## config.mk

```make
export PLATFORM = sky130hd
export DESIGN_NAME = control_sequencer
export DESIGN_NICKNAME = d
export VERILOG_FILES = /design/src/rtl/control_sequencer_pkg.sv /design/src/rtl/ctrl_decode.sv /design/src/rtl/control_sequencer.sv
export SDC_FILE = /design/constraint.sdc
export NUM_CORES = 1
export LEC_CHECK = 0
export ABC_CLOCK_PERIOD_IN_PS = 800
export BUFFER_PORTS_ARGS = -buffer_cell sky130_fd_sc_hd__buf_2
export CAP_MARGIN = 20
export CELL_PAD_IN_SITES_DETAIL_PLACEMENT = 1
export CELL_PAD_IN_SITES_GLOBAL_PLACEMENT = 2
export CORE_MARGIN = 4
export CORE_UTILIZATION = 30
export DETAILED_ROUTE_END_ITERATION = 7
export GPL_TIMING_DRIVEN = 1
export PLACE_DENSITY_LB_ADDON = 0.15
export SETUP_SLACK_MARGIN = 0.5
export SLEW_MARGIN = 25
export SYNTH_ARGS = -nofsm -noshare
export SYNTH_HDL_FRONTEND = slang
export SYNTH_SLANG_ARGS = --single-unit
```

## constraint.sdc

```tcl
create_clock -name clk -period 0.8 [get_ports clk]
set_input_delay 0.04 -clock clk [delete_from_list [all_inputs] [get_ports clk]]
set_output_delay 0.04 -clock clk [all_outputs]
set_load 0.01 [all_outputs]
```

## src/rtl/control_sequencer_pkg.sv

```systemverilog
// Shared opcode, ALU-command and branch-condition constants plus the control word layout
// used by ctrl_decode and control_sequencer.
package control_sequencer_pkg;

  localparam logic [5:0] OP_NOP  = 6'd0;
  localparam logic [5:0] OP_ADD  = 6'd1;
  localparam logic [5:0] OP_SUB  = 6'd2;
  localparam logic [5:0] OP_AND  = 6'd3;
  localparam logic [5:0] OP_OR   = 6'd4;
  localparam logic [5:0] OP_NOR  = 6'd5;
  localparam logic [5:0] OP_XOR  = 6'd6;
  localparam logic [5:0] OP_SLA  = 6'd7;
  localparam logic [5:0] OP_SLL  = 6'd8;
  localparam logic [5:0] OP_SRA  = 6'd9;
  localparam logic [5:0] OP_SRL  = 6'd10;
  localparam logic [5:0] OP_MUL  = 6'd16;
  localparam logic [5:0] OP_ADDI = 6'd32;
  localparam logic [5:0] OP_SUBI = 6'd33;
  localparam logic [5:0] OP_LD   = 6'd36;
  localparam logic [5:0] OP_ST   = 6'd37;
  localparam logic [5:0] OP_BEZ  = 6'd40;
  localparam logic [5:0] OP_BNE  = 6'd41;
  localparam logic [5:0] OP_JMP  = 6'd42;

  // R-type ALU commands share the low opcode bits, so EXE_CMD is the opcode itself.
  localparam logic [3:0] EXE_ADD          = 4'd1;
  localparam logic [3:0] EXE_SUB          = 4'd2;
  localparam logic [3:0] EXE_MUL          = 4'd11;
  localparam logic [3:0] EXE_NO_OPERATION = 4'd15;

  localparam logic [1:0] COND_NONE = 2'd0;
  localparam logic [1:0] COND_BEZ  = 2'd1;
  localparam logic [1:0] COND_BNE  = 2'd2;
  localparam logic [1:0] COND_JUMP = 2'd3;

  typedef enum logic {
    ST_IDLE = 1'b0,
    ST_MULT = 1'b1
  } state_t;

  typedef struct packed {
    logic [3:0] exe_cmd;
    logic [1:0] branch_cmd;
    logic       branch_en;
    logic       is_imm;
    logic       st_or_bne;
    logic       wb_en;
    logic       mem_r_en;
    logic       mem_w_en;
  } ctrl_word_t;

  localparam ctrl_word_t CTRL_BUBBLE = ctrl_word_t'(12'h000);

  localparam ctrl_word_t CTRL_MUL = '{exe_cmd: EXE_MUL, branch_cmd: COND_NONE,
                                      branch_en: 1'b0, is_imm: 1'b0, st_or_bne: 1'b0,
                                      wb_en: 1'b1, mem_r_en: 1'b0, mem_w_en: 1'b0};

endpackage

```

## src/rtl/ctrl_decode.sv

```systemverilog
// Combinational opcode decoder: operation -> control word plus an undefined-opcode flag.
// OP_MUL is only a legal opcode when MULDIV_SUPPORT_EN is defined.
module ctrl_decode
  import control_sequencer_pkg::*;
#(
  parameter int OP_WIDTH = 6
) (
  input  logic [OP_WIDTH-1:0] operation,
  output ctrl_word_t          word,
  output logic                illegal
);

  logic [5:0] op_s;
  assign op_s = 6'(operation);

  // Opcode table; MUL decodes to a bubble here because its result word comes from the sequencer.
  always_comb begin
    word    = CTRL_BUBBLE;
    illegal = 1'b0;
    case (op_s)
      OP_NOP: begin
        word = CTRL_BUBBLE;
      end
      OP_ADD, OP_SUB, OP_AND, OP_OR, OP_NOR, OP_XOR, OP_SLA, OP_SLL, OP_SRA, OP_SRL: begin
        word.exe_cmd = op_s[3:0];
        word.wb_en   = 1'b1;
      end
      OP_ADDI: begin
        word.exe_cmd = EXE_ADD;
        word.wb_en   = 1'b1;
        word.is_imm  = 1'b1;
      end
      OP_SUBI: begin
        word.exe_cmd = EXE_SUB;
        word.wb_en   = 1'b1;
        word.is_imm  = 1'b1;
      end
      OP_LD: begin
        word.exe_cmd   = EXE_ADD;
        word.wb_en     = 1'b1;
        word.is_imm    = 1'b1;
        word.st_or_bne = 1'b1;
        word.mem_r_en  = 1'b1;
      end
      OP_ST: begin
        word.exe_cmd   = EXE_ADD;
        word.is_imm    = 1'b1;
        word.st_or_bne = 1'b1;
        word.mem_w_en  = 1'b1;
      end
      OP_BEZ: begin
        word.exe_cmd    = EXE_NO_OPERATION;
        word.is_imm     = 1'b1;
        word.branch_en  = 1'b1;
        word.branch_cmd = COND_BEZ;
      end
      OP_BNE: begin
        word.exe_cmd    = EXE_NO_OPERATION;
        word.is_imm     = 1'b1;
        word.branch_en  = 1'b1;
        word.branch_cmd = COND_BNE;
        word.st_or_bne  = 1'b1;
      end
      OP_JMP: begin
        word.exe_cmd    = EXE_NO_OPERATION;
        word.is_imm     = 1'b1;
        word.branch_en  = 1'b1;
        word.branch_cmd = COND_JUMP;
      end
`ifdef MULDIV_SUPPORT_EN
      OP_MUL: begin
        word = CTRL_BUBBLE;
      end
`endif
      default: begin
        word    = CTRL_BUBBLE;
        illegal = 1'b1;
      end
    endcase
  end

endmodule

```

## src/rtl/control_sequencer.sv

```systemverilog
// ID-stage control sequencer: registers the decoded control word at the ID/EXE boundary.
// Define MULDIV_SUPPORT_EN to compile in the multi-cycle MUL path (MULT state, counter, OP_MUL).
module control_sequencer
  import control_sequencer_pkg::*;
#(
  parameter int OP_WIDTH      = 6,
  parameter int EXE_CMD_WIDTH = 4,
  parameter int MUL_LAT       = 4
) (
  input  logic                     clk,
  input  logic                     rst,
  input  logic [OP_WIDTH-1:0]      operation,
  input  logic                     instr_valid,
  input  logic                     hazard_detected,
  input  logic                     flush,
  output logic [EXE_CMD_WIDTH-1:0] EXE_CMD,
  output logic [1:0]               Branch_command,
  output logic                     branchEn,
  output logic                     Is_Imm,
  output logic                     ST_or_BNE,
  output logic                     WB_EN,
  output logic                     MEM_R_EN,
  output logic                     MEM_W_EN,
  output logic                     freeze,
  output logic                     busy,
  output logic                     illegal_op
);

  if (MUL_LAT < 2 || MUL_LAT > 15) begin : g_mul_lat_range
    $error("control_sequencer: MUL_LAT must lie in 2..15");
  end

  ctrl_word_t dec_word_s;
  logic       dec_illegal_s;
  logic       accept_s;
  ctrl_word_t nxt_word_s;
  logic       nxt_ill_s;
  ctrl_word_t word_r;
  logic       illegal_r;

  ctrl_decode #(.OP_WIDTH(OP_WIDTH)) u_decode (
    .operation (operation),
    .word      (dec_word_s),
    .illegal   (dec_illegal_s)
  );

  assign accept_s = instr_valid & ~flush & ~hazard_detected;

`ifdef MULDIV_SUPPORT_EN
  localparam int CNT_W = $clog2(MUL_LAT);

  state_t           state_r;
  state_t           nxt_state_s;
  logic [CNT_W-1:0] cnt_r;
  logic [CNT_W-1:0] nxt_cnt_s;
  logic             freeze_s;
  logic             is_mul_s;

  assign is_mul_s = (6'(operation) == OP_MUL);

  // Next-word selection and MUL sequencing; operation is ignored while in MULT (IF/ID is frozen).
  always_comb begin
    nxt_word_s  = CTRL_BUBBLE;
    nxt_ill_s   = 1'b0;
    nxt_state_s = state_r;
    nxt_cnt_s   = cnt_r;
    freeze_s    = 1'b0;
    case (state_r)
      ST_IDLE: begin
        if (!accept_s) begin
          nxt_word_s = CTRL_BUBBLE;
        end else if (dec_illegal_s) begin
          nxt_ill_s = 1'b1;
        end else if (is_mul_s) begin
          nxt_state_s = ST_MULT;
          nxt_cnt_s   = CNT_W'(MUL_LAT - 1);
          freeze_s    = 1'b1;
        end else begin
          nxt_word_s = dec_word_s;
        end
      end
      ST_MULT: begin
        if (flush) begin
          nxt_state_s = ST_IDLE;
          nxt_cnt_s   = CNT_W'(0);
        end else if (cnt_r <= CNT_W'(1)) begin
          nxt_word_s  = CTRL_MUL;
          nxt_state_s = ST_IDLE;
          nxt_cnt_s   = CNT_W'(0);
        end else begin
          nxt_cnt_s = cnt_r - CNT_W'(1);
          freeze_s  = 1'b1;
        end
      end
      default: begin
        nxt_state_s = ST_IDLE;
        nxt_cnt_s   = CNT_W'(0);
      end
    endcase
  end

  // FSM state, MUL counter and the ID/EXE control register.
  always_ff @(posedge clk or posedge rst) begin
    if (rst) begin
      state_r   <= ST_IDLE;
      cnt_r     <= CNT_W'(0);
      word_r    <= CTRL_BUBBLE;
      illegal_r <= 1'b0;
    end else begin
      state_r   <= nxt_state_s;
      cnt_r     <= nxt_cnt_s;
      word_r    <= nxt_word_s;
      illegal_r <= nxt_ill_s;
    end
  end

  assign freeze = freeze_s & ~rst;
  assign busy   = (state_r == ST_MULT);
`else
  // Single-cycle decode path: bubble unless an instruction is accepted.
  always_comb begin
    nxt_word_s = CTRL_BUBBLE;
    nxt_ill_s  = 1'b0;
    if (!accept_s) begin
      nxt_word_s = CTRL_BUBBLE;
    end else if (dec_illegal_s) begin
      nxt_ill_s = 1'b1;
    end else begin
      nxt_word_s = dec_word_s;
    end
  end

  // ID/EXE control register.
  always_ff @(posedge clk or posedge rst) begin
    if (rst) begin
      word_r    <= CTRL_BUBBLE;
      illegal_r <= 1'b0;
    end else begin
      word_r    <= nxt_word_s;
      illegal_r <= nxt_ill_s;
    end
  end

  assign freeze = 1'b0;
  assign busy   = 1'b0;
`endif

  assign EXE_CMD        = EXE_CMD_WIDTH'(word_r.exe_cmd);
  assign Branch_command = word_r.branch_cmd;
  assign branchEn       = word_r.branch_en;
  assign Is_Imm         = word_r.is_imm;
  assign ST_or_BNE      = word_r.st_or_bne;
  assign WB_EN          = word_r.wb_en;
  assign MEM_R_EN       = word_r.mem_r_en;
  assign MEM_W_EN       = word_r.mem_w_en;
  assign illegal_op     = illegal_r;

endmodule

```

---- Yosys cells after proc, flatten, opt, wreduce, memory -nomap -nowiden ----
Cells that the tools add are included.
cells by class
  muxes and demuxes ....................... 11
  equal/unequal tests ..................... 17
  reductions and logical operators ........ 8
  bitwise gates (word level) .............. 4
operators with widths
  operator                                                         number
  6-bit == test, second input constant                             7
  6-bit by 3-bit == test with 1-bit output, second input constant  4
  12-bit two-way mux                                               2
  6-bit by 4-bit == test with 1-bit output, second input constant  3
  18-bit OR reduction                                              1
  4-bit one-hot mux with 4 select lines                            1
  13-bit OR reduction                                              1
  6-bit by 2-bit == test with 1-bit output, second input constant  2
  10-bit OR reduction                                              1
  3-bit one-hot mux with 3 select lines                            1
  3-bit OR reduction                                               3
  1-bit two-way mux                                                7
  7-bit OR reduction                                               1
  6-bit by 1-bit == test with 1-bit output, second input constant  1
  6-bit zero test                                                  1
  1-bit AND                                                        2
  1-bit inverter                                                   2
word-level totals
  register bits after elaboration ......... 13
  output and inout bits ................... 15

---- Longest topological paths before layout ----
Gate-level depths: netlist (run 1).
  depth in word-level cells ............... 5
  gate-level depth with buffers ........... 5
  gate-level depth less buffers ........... 3

---- Cells and area by module ----
Synthesis (run 1) repeated with hierarchy kept, for this count alone.
unflattened totals
  cells, all modules ...................... 75
  area, all modules ....................... 739.5 um^2
modules (own cells, without submodules)
  module             seq. area each (um^2)  area an instance (um^2)  times used  cells an instance
  control_sequencer  325.3                  467.9                    1           32
  ctrl_decode        0.0                    271.5                    1           43

---- Least setup slack after synthesis (run 1) ----
Ideal clock, no wire load.
  kind .................................... input to register
  from .................................... in flush
  to ...................................... reg word_r, in the netlist Branch_command[1]
  path buffers ............................ 1
  stages .................................. 4
  arrival ................................. 1.070 ns
  required time ........................... 0.705 ns
  slack ................................... -0.365 ns
  path through ............................ or3b_4 > or3_1 > buf_6 > nor4_4
RTL lines
  element               RTL line                  RTL
  start, declared       control_sequencer.sv:15   input logic flush,
  end signal, assigned  control_sequencer.sv:139  word_r <= nxt_word_s;
  end, declared         control_sequencer.sv:38   ctrl_word_t word_r;

==> impl_metrics.yaml, run 1 <==
die:
  core.rowCount: 17
  placeableCoreArea_sq_mm: 0.00223
  die_height_microns: 56.8
  die_x_microns: 56.8
  initial_utilization_pct: 32.0
  fp.dieArea_sq_mm: 0.00323
  pin_count: 26
timing:
  setup_viol_count_final: 24
  finalWorstSetupSlack_ns: -0.199
  fin_crit_ns: 0.999
  setup_repair_after_global_routing_missed_its_margin: "true"
  final_worst_path_period_share_pct: 125
  clock.fmax_mhz: 1000
  timing.hold.ws_ns: -0.264
  max_slew_violations: 0
  timing.final.hold_violations: 13
global_route:
  grt.total_usage_pct: 14.2
  grt.overflow.total: 0
  grt_first_pass_wirelength_microns: 3550
  first_global_vias: 713
  antenna_found_initial: 0
  grt_max_degree: 14
finish:
  layout.cells.most_common: "sky130_fd_sc_hd__buf_2"
  mostFrequentLayoutCells: "18 x sky130_fd_sc_hd__buf_2, 17 x sky130_fd_sc_hd__buf_4, 13 x sky130_fd_sc_hd__dfrtp_1, 6 x sky130_fd_sc_hd__buf_6, 4 x sky130_fd_sc_hd__nand2_1"
  area_growth_pct: 64.3
  layout.area.seq_sq_um: 325
  final_net_count: 123
  antenna_cells_inserted: 0
  layout-drive-gt1-share_pct: 62.2
  area_used_by_multi_input_combinational_logic_sq_um: 433
  fill_cells: 260
worst_setup_path:
  worstPathBufferInverterCount: 2
  critical_path_arrival_ns: 1.17
  crit_family: "compound AO/OA/AOI/OAI gates"
  criticalPathCategory: "primary input to register"
  critPathRequiredTime_ns: 0.97
  timing.critical_path.mode_cell: "sky130_fd_sc_hd__buf_6"
  timing.critical_path.from: "hazard_detected"
  slowest_stage: "sky130_fd_sc_hd__or3b_4"
  crit_path_start_kind: "primary input"
  cp_slowest_stage_delay_ns: 0.40
  critical_path.max_fanout: 4
  path_cells: "buf_6 > or3b_4 > buf_6 > a211o_4 > a2111oi_4"
  endpoint_kind: "register"
logic_synthesis:
  async_flop_share_pct: 100
  syn-cell-area_sq_um: 716
  synth-seq-cells: 13
  combinational_family_with_the_most_area_after_synthesis: "simple AND/OR/NAND/NOR gates"
  synth_ff_type: "sky130_fd_sc_hd__dfrtp_1"
  synth.lib_cells_used.distinct: 36
  syn_area_per_cell_sq_um: 10.2
  synthSimpleGateAreaFrac_pct: 27.6
  post_synth_fa_ha_maj_area_fraction_pct: 0
  synth_enable_flop_cells: 0
  synth.mux.area_fraction_pct: 1.40
  synth_compound_area_share_pct: 14.3
  synthesis.instances: 70
  seq_area_frac_synth_pct: 45.5
  synth_xor_xnor_area_share_pct: 1.22
  synth.yosys.warnings: 0
routing:
  drtAntennaViolNets: 0
  topRoutingLayerUsed: "met4"
  routed_wirelength_microns: 2180
  routed_via_density: 4.81
  wl_met1_microns: 886
  routed_wire_length_per_instance_microns: 15.7
  wl_met3_microns: 75
  via_count: 668
  drt_first_iter_violations: 2
  dr_wl_met2_microns: 1180
  drc_errors: 0
  drt_pass1_iterations: 3
placed_design:
  place_congestion: 0.768
  dp_hpwl_microns: 1480
  place_ws_ns: -0.569
  portBuffers: 23
pwr:
  vdd_ir_drop_max_mv: 0.508
  total_leakage_power_nw: 0.536
  pwr_density_cell_mw_per_mm2: 1230
clock_network:
  clock_tree.buffer_depth: 2
  clkSinkCount: 13
  tritoncts: "built"
  htreeDepth: 1
  cts-buffers-inserted: 3
  clock_tree.root_cell: "sky130_fd_sc_hd__clkbuf_4"
  worst_setup_hold_path_clk_slew_ns: 0.08
status:
  status: "finished with violations"
  failing_checks: "hold timing, setup timing"
worst_hold_path:
  hp-class: "primary input to async pin"
run:
  max_cap_violations: 0
routing by layer:
metal	global-route usage (%)	vias up
li1	-	322
met1	18.1	325
met2	24.3	17
met3	1.61	4
met4	5.96	0
met5	0	-
final timing paths:
path,slack [ns],to,cells past startpoint
max,-0.20,WB_EN,5
max in group asynchronous,0.91,MEM_W_EN,3
min in group clk,0.08,WB_EN,3
min,-0.26,Branch_command[0],3
synth_stat cells (2+ instances only):
| library cell | n | area share, % |
|---|---|---|
| sky130_fd_sc_hd__inv_1 | 3 | 1.6 |
| sky130_fd_sc_hd__a211oi_1 | 2 | 2.1 |
| sky130_fd_sc_hd__nor2_1 | 2 | 1.0 |
| sky130_fd_sc_hd__clkbuf_1 | 2 | 1.0 |
| sky130_fd_sc_hd__nand2_1 | 4 | 2.1 |
| sky130_fd_sc_hd__buf_4 | 2 | 2.1 |
| sky130_fd_sc_hd__dfrtp_1 | 13 | 45 |
| sky130_fd_sc_hd__nor3_1 | 3 | 2.1 |
| sky130_fd_sc_hd__nor2b_1 | 4 | 3.5 |
| sky130_fd_sc_hd__buf_2 | 3 | 2.1 |
| sky130_fd_sc_hd__nor4_2 | 3 | 5.2 |
| sky130_fd_sc_hd__nand2b_1 | 2 | 1.7 |
| sky130_fd_sc_hd__a21oi_1 | 4 | 2.8 |
final cells by class:
cell class	count	area share (%)
Sequential cell	13	27.7
Clock inverter	1	0.426
Tap cell	28	2.98
Multi-Input combinational cell	46	36.8
Clock buffer	3	1.91
Inverter	4	1.28
Timing Repair Buffer	44	28.9
metrics by stage:
step           power, mW  setup TNS, ns  area (sq um)  instances  util, %
4_1_cts             1.43          -1.91          1120        137     50.2
6_report            1.45          -1.71          1180        139     52.7
3_3_place_gp       0.941          -6.04           957        129     42.9
2_1_floorplan      0.847          -2.85           757         71        -
5_1_grt             1.52          -2.36          1180        139     52.7
3_5_place_dp       0.945          -6.28           957        129     42.9
what timing repair did:
item,in CTS,in global routing
resized for setup,23,5
endpoints found under the hold margin,13,13
buffers inserted,3,2
pin swaps,8,4
setup endpoints to repair,26,26
cloned,1,0
state kept, by name, summed over array words and instances (netlist names):
| signal | count |
|---|---|
| Branch_command | 2 |
| EXE_CMD | 4 |
| Is_Imm | 1 |
| MEM_R_EN | 1 |
| MEM_W_EN | 1 |
| ST_or_BNE | 1 |
| WB_EN | 1 |
| branchEn | 1 |
| illegal_op | 1 |
where the power goes:
| group | leakage (nW) | internal, mW | switching [mW] |
|---|---|---|---|
| registers | 0.181 | 0.660 | 0.00105 |
| clock network | 0.0177 | 0.185 | 0.222 |
| logic | 0.337 | 0.182 | 0.201 |
| total | 0.536 | 1.03 | 0.424 |
logic make-up (layout without fill, tap and decap cells):
family,count (synthesis),after routing
DFF,13,13
xor gates and xnor gates,1,1
buffers and inverters,13,52
muxes,1,1
and+or+nand+nor,27,27
AOI/OAI and AO/OA,14,15
other,1,2
(Power assumes the default switching activity.)
==> inputs of run 2 (changes only) <==
==> constraint.sdc (replaced) <==
create_clock -name clk -period 0.8 [get_ports clk]
set_input_delay 0.04 -clock clk [delete_from_list [all_inputs] [get_ports clk]]
set_output_delay 0.04 -clock clk [all_outputs]
set_load 0.1 [all_outputs]
==> impl_metrics.yaml, run 2 (same netlist as run 1, synthesis figures left out) <==
die:
  fp.dieArea_sq_mm: 0.00323
  initial_utilization_pct: 32.0
  die_x_microns: 56.8
  core.rowCount: 17
  die_height_microns: 56.8
  pin_count: 26
  placeableCoreArea_sq_mm: 0.00223
pwr:
  clock_power_share_pct: 28.6
  pwr_density_cell_mw_per_mm2: 1130
  total_leakage_power_nw: 0.538
  seq_power_share_pct: 43.5
  power.internal_mw: 1.02
  reported_net_switching_power_mw: 0.514
  sw_frac_of_total_pct: 33.5
  vdd_ir_drop_max_mv: 0.716
  share_comb_of_total_power_pct: 27.9
worst_hold_path:
  hp-class: "primary input to async pin"
worst_setup_path:
  path_cells: "buf_6 > or3b_4 > buf_6 > a211o_1 > buf_6 > a211oi_2"
  critPathRequiredTime_ns: 1.00
  critical_path.max_fanout: 3
  slowest_stage: "sky130_fd_sc_hd__or3b_4"
  cp_slowest_stage_delay_ns: 0.40
  criticalPathCategory: "primary input to register"
  timing.critical_path.mode_cell: "sky130_fd_sc_hd__buf_6"
  critical_path_arrival_ns: 1.26
  endpoint_kind: "register"
  crit_path_start_kind: "primary input"
global_route:
  grt.total_usage_pct: 15.1
  grt_first_pass_wirelength_microns: 3550
  grt.overflow.total: 0
  antenna_found_initial: 0
  first_global_vias: 703
  grt_max_degree: 14
routing:
  drtAntennaViolNets: 0
  drt_pass1_iterations: 4
  routed_wire_length_per_instance_microns: 17.9
  via_count: 694
  routed_via_density: 5.10
  drc_errors: 0
  drt_first_iter_violations: 7
  routed_wirelength_microns: 2430
status:
  failing_checks: "hold timing, setup timing"
  status: "finished with violations"
finish:
  layout.cells.most_common: "sky130_fd_sc_hd__buf_12"
  fill_cells: 239
  layout-drive-gt1-share_pct: 67.6
  area_used_by_multi_input_combinational_logic_sq_um: 435
  postLayoutCellArea_sq_mm: 0.00135
  final_net_count: 120
  largest_reg_flops: 4
  area_growth_pct: 89.0
  mostFrequentLayoutCells: "14 x sky130_fd_sc_hd__buf_12, 12 x sky130_fd_sc_hd__buf_4, 9 x sky130_fd_sc_hd__dfrtp_4, 8 x sky130_fd_sc_hd__buf_2, 6 x sky130_fd_sc_hd__buf_6"
  layout.area.seq_sq_um: 359
  finish.utilization_pct: 60.6
  antenna_cells_inserted: 0
clock_network:
  clock_tree.buffer_depth: 2
  tritoncts: "built"
  clock_tree.root_cell: "sky130_fd_sc_hd__clkbuf_4"
  htreeDepth: 1
  cts-buffers-inserted: 3
  worst_setup_hold_path_clk_slew_ns: 0.09
  clkSinkCount: 13
placed_design:
  portBuffers: 23
  placedInstanceArea_sq_mm: 0.00116
  place_congestion: 0.831
  dp_hpwl_microns: 1510
  place_ws_ns: -0.595
timing:
  totalNegativeSetupSlack_ns: -4.03
  setup_repair_after_global_routing_missed_its_margin: "true"
  timing.hold.ws_ns: -0.252
  timing.final.hold_violations: 13
  final_worst_path_period_share_pct: 133
  max_slew_violations: 0
  clock.fmax_mhz: 942
  setup_viol_count_final: 24
  finalWorstSetupSlack_ns: -0.262
  fin_crit_ns: 1.06
run:
  max_cap_violations: 0
==> run 2: changes by cell type in the layout (fill, tap and decap cells not counted), sizes merged <==
| cell | change |
|---|---|
| buf | -3 |
| clkbuf | +1 |
| clkinv | -1 |
==> run 2: timing repair <==
item | in CTS | in global routing
gates cloned | 0 | 1
resized for setup | 16 | 6
hold endpoints to repair | 13 | 13
pin swaps | 3 | 2
endpoints found under the setup margin | 26 | 26
setup buffers | 5 | 0
==> run 2: worst max-delay path by stage <==
stage / to / slack, ns / cells after the start / start
3_3_place_gp: ST_or_BNE / -0.53 / 4 / hazard_detected
4_1_cts: Branch_command[1] / -0.20 / 1 / Branch_command[1]
3_5_place_dp: Branch_command[0] / -0.59 / 4 / hazard_detected
6_report: EXE_CMD[1] / -0.26 / 6 / hazard_detected
2_1_floorplan: ST_or_BNE / -0.34 / 4 / hazard_detected
5_1_grt: EXE_CMD[1] / -0.26 / 6 / hazard_detected
==> run 2: metal layers <==
metal	vias up	track usage (%)	share of wire, %
li1	320	-	-
met1	342	16.9	39
met2	25	25.9	51
met3	7	2.53	5.6
met4	0	9.93	3.6
met5	-	0	0
==> run 2: power groups by stage <==
stage | sequential (mW) | clock [mW] | combinational (mW)
final | 0.666 | 0.438 | 0.428
after CTS | 0.666 | 0.436 | 0.393
after detailed placement | 0.681 | 0 | 0.337
after floorplan | 0.710 | 0 | 0.207
after global placement | 0.681 | 0 | 0.332
after global routing | 0.667 | 0.478 | 0.452
==> run 2: layout make-up <==
type | instances | share of cell area [%]
clock buffer | 4 | 1.94
tap | 28 | 2.59
multi-input combinational | 46 | 32.2
inverter | 4 | 1.11
timing repair buffer | 41 | 35.6
sequential | 13 | 26.5
==> run 2: worst max-delay path, delay by kind of cell <==
kind,cells,cell delay (ns)
AOI/OAI and AO/OA,2,0.44
and+or+nand+nor,1,0.40
buffers and inverters,3,0.38
==> run 2: per-stage QoR <==
| stage | std cells | hold WS, ns | power [mW] |
|---|---|---|---|
| floorplan | 71 | -0.0829 | 0.916 |
| global placement | 126 | 0.0731 | 1.01 |
| detailed placement | 126 | 0.0792 | 1.02 |
| CTS | 135 | -0.234 | 1.49 |
| global route | 136 | -0.214 | 1.60 |
| finish | 136 | -0.252 | 1.53 |
